`src/rtl/box_animator.sv`:
```
// box_animator: redraws a bouncing square box on a 160x120 VGA frame buffer, one step per accepted frame tick
module box_animator #(
  parameter int         BOX_LOG2  = 2,
  parameter logic [7:0] X_LIM     = 8'd156,
  parameter logic [6:0] Y_LIM     = 7'd116,
  parameter logic [7:0] X_INIT    = 8'd0,
  parameter logic [6:0] Y_INIT    = 7'd0,
  parameter logic [2:0] BG_COLOUR = 3'b000
) (
  input  logic       clk,
  input  logic       resetn,
  input  logic       frame_tick,
  input  logic       go,
  input  logic [2:0] fg_colour,
  output logic [7:0] x_out,
  output logic [6:0] y_out,
  output logic [2:0] colour_out,
  output logic       plot,
  output logic       busy
);
  localparam int PW = 2 * BOX_LOG2;
  typedef enum logic [2:0] {INIT, DRAW, WAIT, ERASE, MOVE} state_t;
  state_t        state;
  logic [7:0]    pos_x;
  logic [6:0]    pos_y;
  logic          dir_x, dir_y;
  logic [PW-1:0] pix;
  logic          nx, ny;
  // next direction: turn around at either edge so the box never leaves [0, LIM]
  always_comb begin
    nx = (dir_x && pos_x == X_LIM) ? 1'b0 : (!dir_x && pos_x == 8'd0) ? 1'b1 : dir_x;
    ny = (dir_y && pos_y == Y_LIM) ? 1'b0 : (!dir_y && pos_y == 7'd0) ? 1'b1 : dir_y;
  end
  // frame sequencer: initial draw, then per tick erase -> move -> draw -> wait
  always_ff @(posedge clk) begin
    if (!resetn) begin
      state <= INIT;
      pos_x <= X_INIT;
      pos_y <= Y_INIT;
      dir_x <= 1'b1;
      dir_y <= 1'b1;
      pix   <= '0;
    end else begin
      case (state)
        INIT: state <= DRAW;
        DRAW: begin
          pix <= pix + PW'(1);
          if (&pix) state <= WAIT;
        end
        WAIT: if (frame_tick && go) state <= ERASE;
        ERASE: begin
          pix <= pix + PW'(1);
          if (&pix) state <= MOVE;
        end
        MOVE: begin
          dir_x <= nx;
          dir_y <= ny;
          pos_x <= nx ? pos_x + 8'd1 : pos_x - 8'd1;
          pos_y <= ny ? pos_y + 7'd1 : pos_y - 7'd1;
          state <= DRAW;
        end
        default: state <= INIT;
      endcase
    end
  end
  // pix is zero outside ERASE/DRAW, so the pixel address rests at the box origin
  assign plot       = (state == DRAW) || (state == ERASE);
  assign busy       = state != WAIT;
  assign x_out      = pos_x + 8'(pix[BOX_LOG2-1:0]);
  assign y_out      = pos_y + 7'(pix[PW-1:BOX_LOG2]);
  assign colour_out = (state == DRAW) ? fg_colour : (state == ERASE) ? BG_COLOUR : 3'b000;
endmodule

```
`config.mk`:
```
export PLATFORM = sky130hd
export DESIGN_NAME = box_animator
export DESIGN_NICKNAME = d
export VERILOG_FILES = /design/src/rtl/box_animator.sv
export SDC_FILE = /design/constraint.sdc
export NUM_CORES = 1
export LEC_CHECK = 0
export ABC_AREA = 1
export BUFFER_PORTS_ARGS = -buffer_cell sky130_fd_sc_hd__buf_2
export CORE_ASPECT_RATIO = 0.8
export CORE_MARGIN = 2
export CORE_UTILIZATION = 50
export DETAILED_ROUTE_END_ITERATION = 12
export PLACE_DENSITY = 0.71
export SLEW_MARGIN = 20
export SYNTH_ARGS = -nofsm -noshare
export SYNTH_HDL_FRONTEND = slang
export SYNTH_SLANG_ARGS = --single-unit
```
`constraint.sdc`:
```
create_clock -name clk -period 2.3 [get_ports clk]
set_input_delay 0.345 -clock clk [delete_from_list [all_inputs] [get_ports clk]]
set_output_delay 0.345 -clock clk [all_outputs]
set_load 0.05 [all_outputs]
```
==> key figures <==
Timing
  – Final Hold Fails: 0
  – Unrepaired setup endpoints after global routing: true
  – Max Clock Freq: ~440 MHz
  – Worst-Margin Slew: a little over 500 ps
  – Hold WS: roughly 400 ps
  – Final-report setup violation count: 0
  – Final Cycle Share: 0.999
  – Setup Total Neg Slack: 0 ps
  – Pins Over Slew Limit: 0
  – Final setup skew: approximately 7.5 ps
  – Minimum clock period: approximately 2300 ps
  – Max-slew headroom: 0.664

Yosys
  – Sequential area share after synthesis: 0.255
  – Top cell type's share of synthesized area: 0.255
  – Ys Warns: 0
  – Syn_area_per_cell: approximately 6.8 sq um
  – Synth area leader: dfxtp_1
  – Post-Syn Area: 1880 sq um
  – Ys flop type: dfxtp_1
  – Distinct cell type count after synthesis: 29
  – Yosys reg bits: 24
  – Post-synth top cells: 50 x inv_1, 42 x nand2_1, 30 x nor2_1
  – Most numerous cell in the Yosys netlist: inv_1
  – Net Count, Synth: 303
  – Top cells by area, synth: dfxtp_1 26%, ha_1 11%, inv_1 10%, nand2_1 8.4%, a21oi_1 7.2%
  – Asr flop ratio synth: 0
  – Cell count after synthesis: around 280
  – EDFF count, synth: 0

Worst setup path
  – Setup CP Type: reg -> reg
  – Crit path cell chain: buf_6 > nor3_4 > nand3_2 > nand2_4 > clkinvlp_4 > buf_12 > ha_4 > nand2_2 > nor2_1 > nand2_1 > nand3_2 > nand3_1 > nand3_2 > nand2_1 > nand2_1 > nor2_1
  – Slowest cell delay on critical path: between 300 and 400 ps
  – Crit path max-delay family: simple AND/OR/NAND/NOR gates
  – WP data arrival: around 2500 ps
  – Setup slack, reg-to-reg: around 2.0 ps
  – Worst r2r src: pos_y[0]
  – Bufs and invs on worst path: 3
  – Reg2reg end: pos_y[6]
  – Crit path capture type: flip-flop
  – Critical path's slowest cell: dfxtp_2
  – Worst Setup EP: pos_y[6]
  – Worst r2r path cells: 16
  – Levels on crit path: 16
  – CP max FO: 6
  – CP Launch Point: pos_y[0]
  – Startpoint Class: flip-flop
  – Crit path required time: approximately 2500 ps

Global routing
  – Vias in the first global route: around 1500
  – Gr usage total: 0.208
  – Initial antenna violation count: 0
  – Largest net degree at the start of global routing: 15
  – Grt total ovfl: 0
  – First-pass GRT wire length: roughly 7000 um

Power
  – Pwr per Cell Area: ~650 nW/um^2
  – Cell Int Power: 944 uW
  – Logic pwr share: 0.454
  – Sequential Power Share: 0.316
  – VDD IR max: about 370 uV
  – Net Switching: about 720 uW
  – Clock power frac: 0.229
  – Leakage Power: between 1 and 1.5 nW
  – Sw Ratio: 0.434

Job
  – Maxcap violations: 0

Final layout
  – FF/Latch Area: 489 sq um
  – Share of cells above drive strength 1: 0.326
  – Nets: around 350
  – Fill cells: 269
  – Syn-to-layout area delta: 36.1%
  – Multi-input logic area: approximately 1400 sq um
  – # diodes: 0

Die
  – Core area: roughly 3500 sq um
  – Initial core utilization: 0.534
  – Die Footprint: ~4300 sq um
  – Boundary pin count: 27
  – Die Y: between 50 and 60 um
  – Die X: between 70 and 80 um
  – Rows: 19

Clock network
  – CTS tree: yes
  – Clock sink total: 24
  – Number of buffers created by CTS: 3
  – CTS root buf: clkbuf_8
  – Clk_lat worst skew: roughly 280 ps
  – CTS clk-pin slew, worst paths: about 90 ps
  – Max H-tree Level: 1
  – Longest Clk Path Bufs: 2
  – Hold buffer count at CTS: 0

Route
  – DR vias: 1920
  – Remaining antenna violation count after routing: 0
  – Routed wire length: slightly below 5000 um
  – Detailed Route Iter0 Violations: 110
  – Pre-antenna DRT Iters: 4
  – Vias per cell: around 5.3
  – DRC: 0
  – DR WL/cell: ~14 um

Hold path
  – Worst Hold Class: in -> reg

Placed design
  – RD Place Congestion: around 0.86
  – IO buf count: 26
  – Post-DP HPWL: ~3300 um

Status
  – Status: completed
## worst min-delay path by stage
stage	to	slack, ps	from	depth (start not counted)
2_1_floorplan	state[2]	460	state[0]	2
3_3_place_gp	state[2]	490	state[0]	2
3_5_place_dp	state[2]	490	state[0]	2
4_1_cts	state[0]	420	go	3
5_1_grt	state[0]	440	go	3
6_report	state[0]	410	go	3
## tightest hold or removal path: cells and delay by family
kind                   cells  cell delay, ps
AOI/OAI and AO/OA          2             230
buffers and inverters      1              70
## metrics by stage
step	power, mW	cells	cell area [sq um]	worst slack, ps	util
CTS	1.59	359	2280	-8.55	0.648
floorplan	1.06	275	1900	-48.4	-
global route	1.76	364	2560	-91.1	0.727
finish	1.67	364	2560	1.96	0.727
global placement	1.21	355	2190	82.1	0.622
detailed placement	1.21	355	2190	26.7	0.622
## power by group through the flow
stage,Sequential [mW],Clock (mW),Combinational [mW]
2_1_floorplan,0.525,0,0.535
3_3_place_gp,0.531,0,0.676
3_5_place_dp,0.531,0,0.681
4_1_cts,0.522,0.383,0.687
5_1_grt,0.534,0.401,0.826
6_report,0.527,0.383,0.758
## flip-flops by register name (all words and copies together) (netlist names)
name	cells
state	3
dir_y	1
pos_y	7
pos_x	8
pix	4
dir_x	1
## timing repair
action | CTS | global route
endpoints found under the setup margin | 6 | 12
buffers inserted | 0 | 5
pin swaps | 1 | 15
resized for setup | 10 | 43
## cells by family after synthesis
kind of cell / share of synthesized area
xor gates and xnor gates: 0.0838
AOI/OAI and AO/OA: 0.134
and+or+nand+nor: 0.255
DFF: 0.255
buffers and inverters: 0.115
adders and majority gates: 0.156
## placed cells by master, fill, tap and decap left out, types with 2 or more instances in the layout
| cell type | instances |
|---|---|
| nor2_1 | 28 |
| nand2_2 | 9 |
| buf_2 | 22 |
| inv_1 | 47 |
| dfxtp_2 | 4 |
| o21ai_0 | 14 |
| nand2_1 | 35 |
| fa_1 | 2 |
| clkbuf_8 | 3 |
| buf_4 | 23 |
| xnor2_1 | 6 |
| a21oi_1 | 25 |
| xor2_1 | 9 |
| o21ai_1 | 3 |
| buf_6 | 2 |
| nor3_1 | 5 |
| fa_2 | 2 |
| nand4_1 | 2 |
| ha_1 | 6 |
| o21ai_2 | 2 |
| dfxtp_1 | 19 |
| nor2_2 | 3 |
| nand3_1 | 13 |
| xor2_2 | 3 |
| a21oi_2 | 3 |
| ha_4 | 11 |
| inv_2 | 2 |
| nand3_2 | 7 |
## cell type report
class	instances	share of cell area
Clock inverter	1	0.0117
Multi-Input combinational cell	195	0.556
Sequential cell	24	0.191
Tap cell	42	0.0205
Inverter	51	0.0773
Clock buffer	3	0.0161
Timing Repair Buffer	48	0.127
## per-layer routing
layer | GRT usage | share of wire
met5 | 0 | 0
met4 | 0.0238 | 0.017
met3 | 0.0360 | 0.068
met2 | 0.319 | 0.45
met1 | 0.314 | 0.46
(Power assumes the default switching activity.)
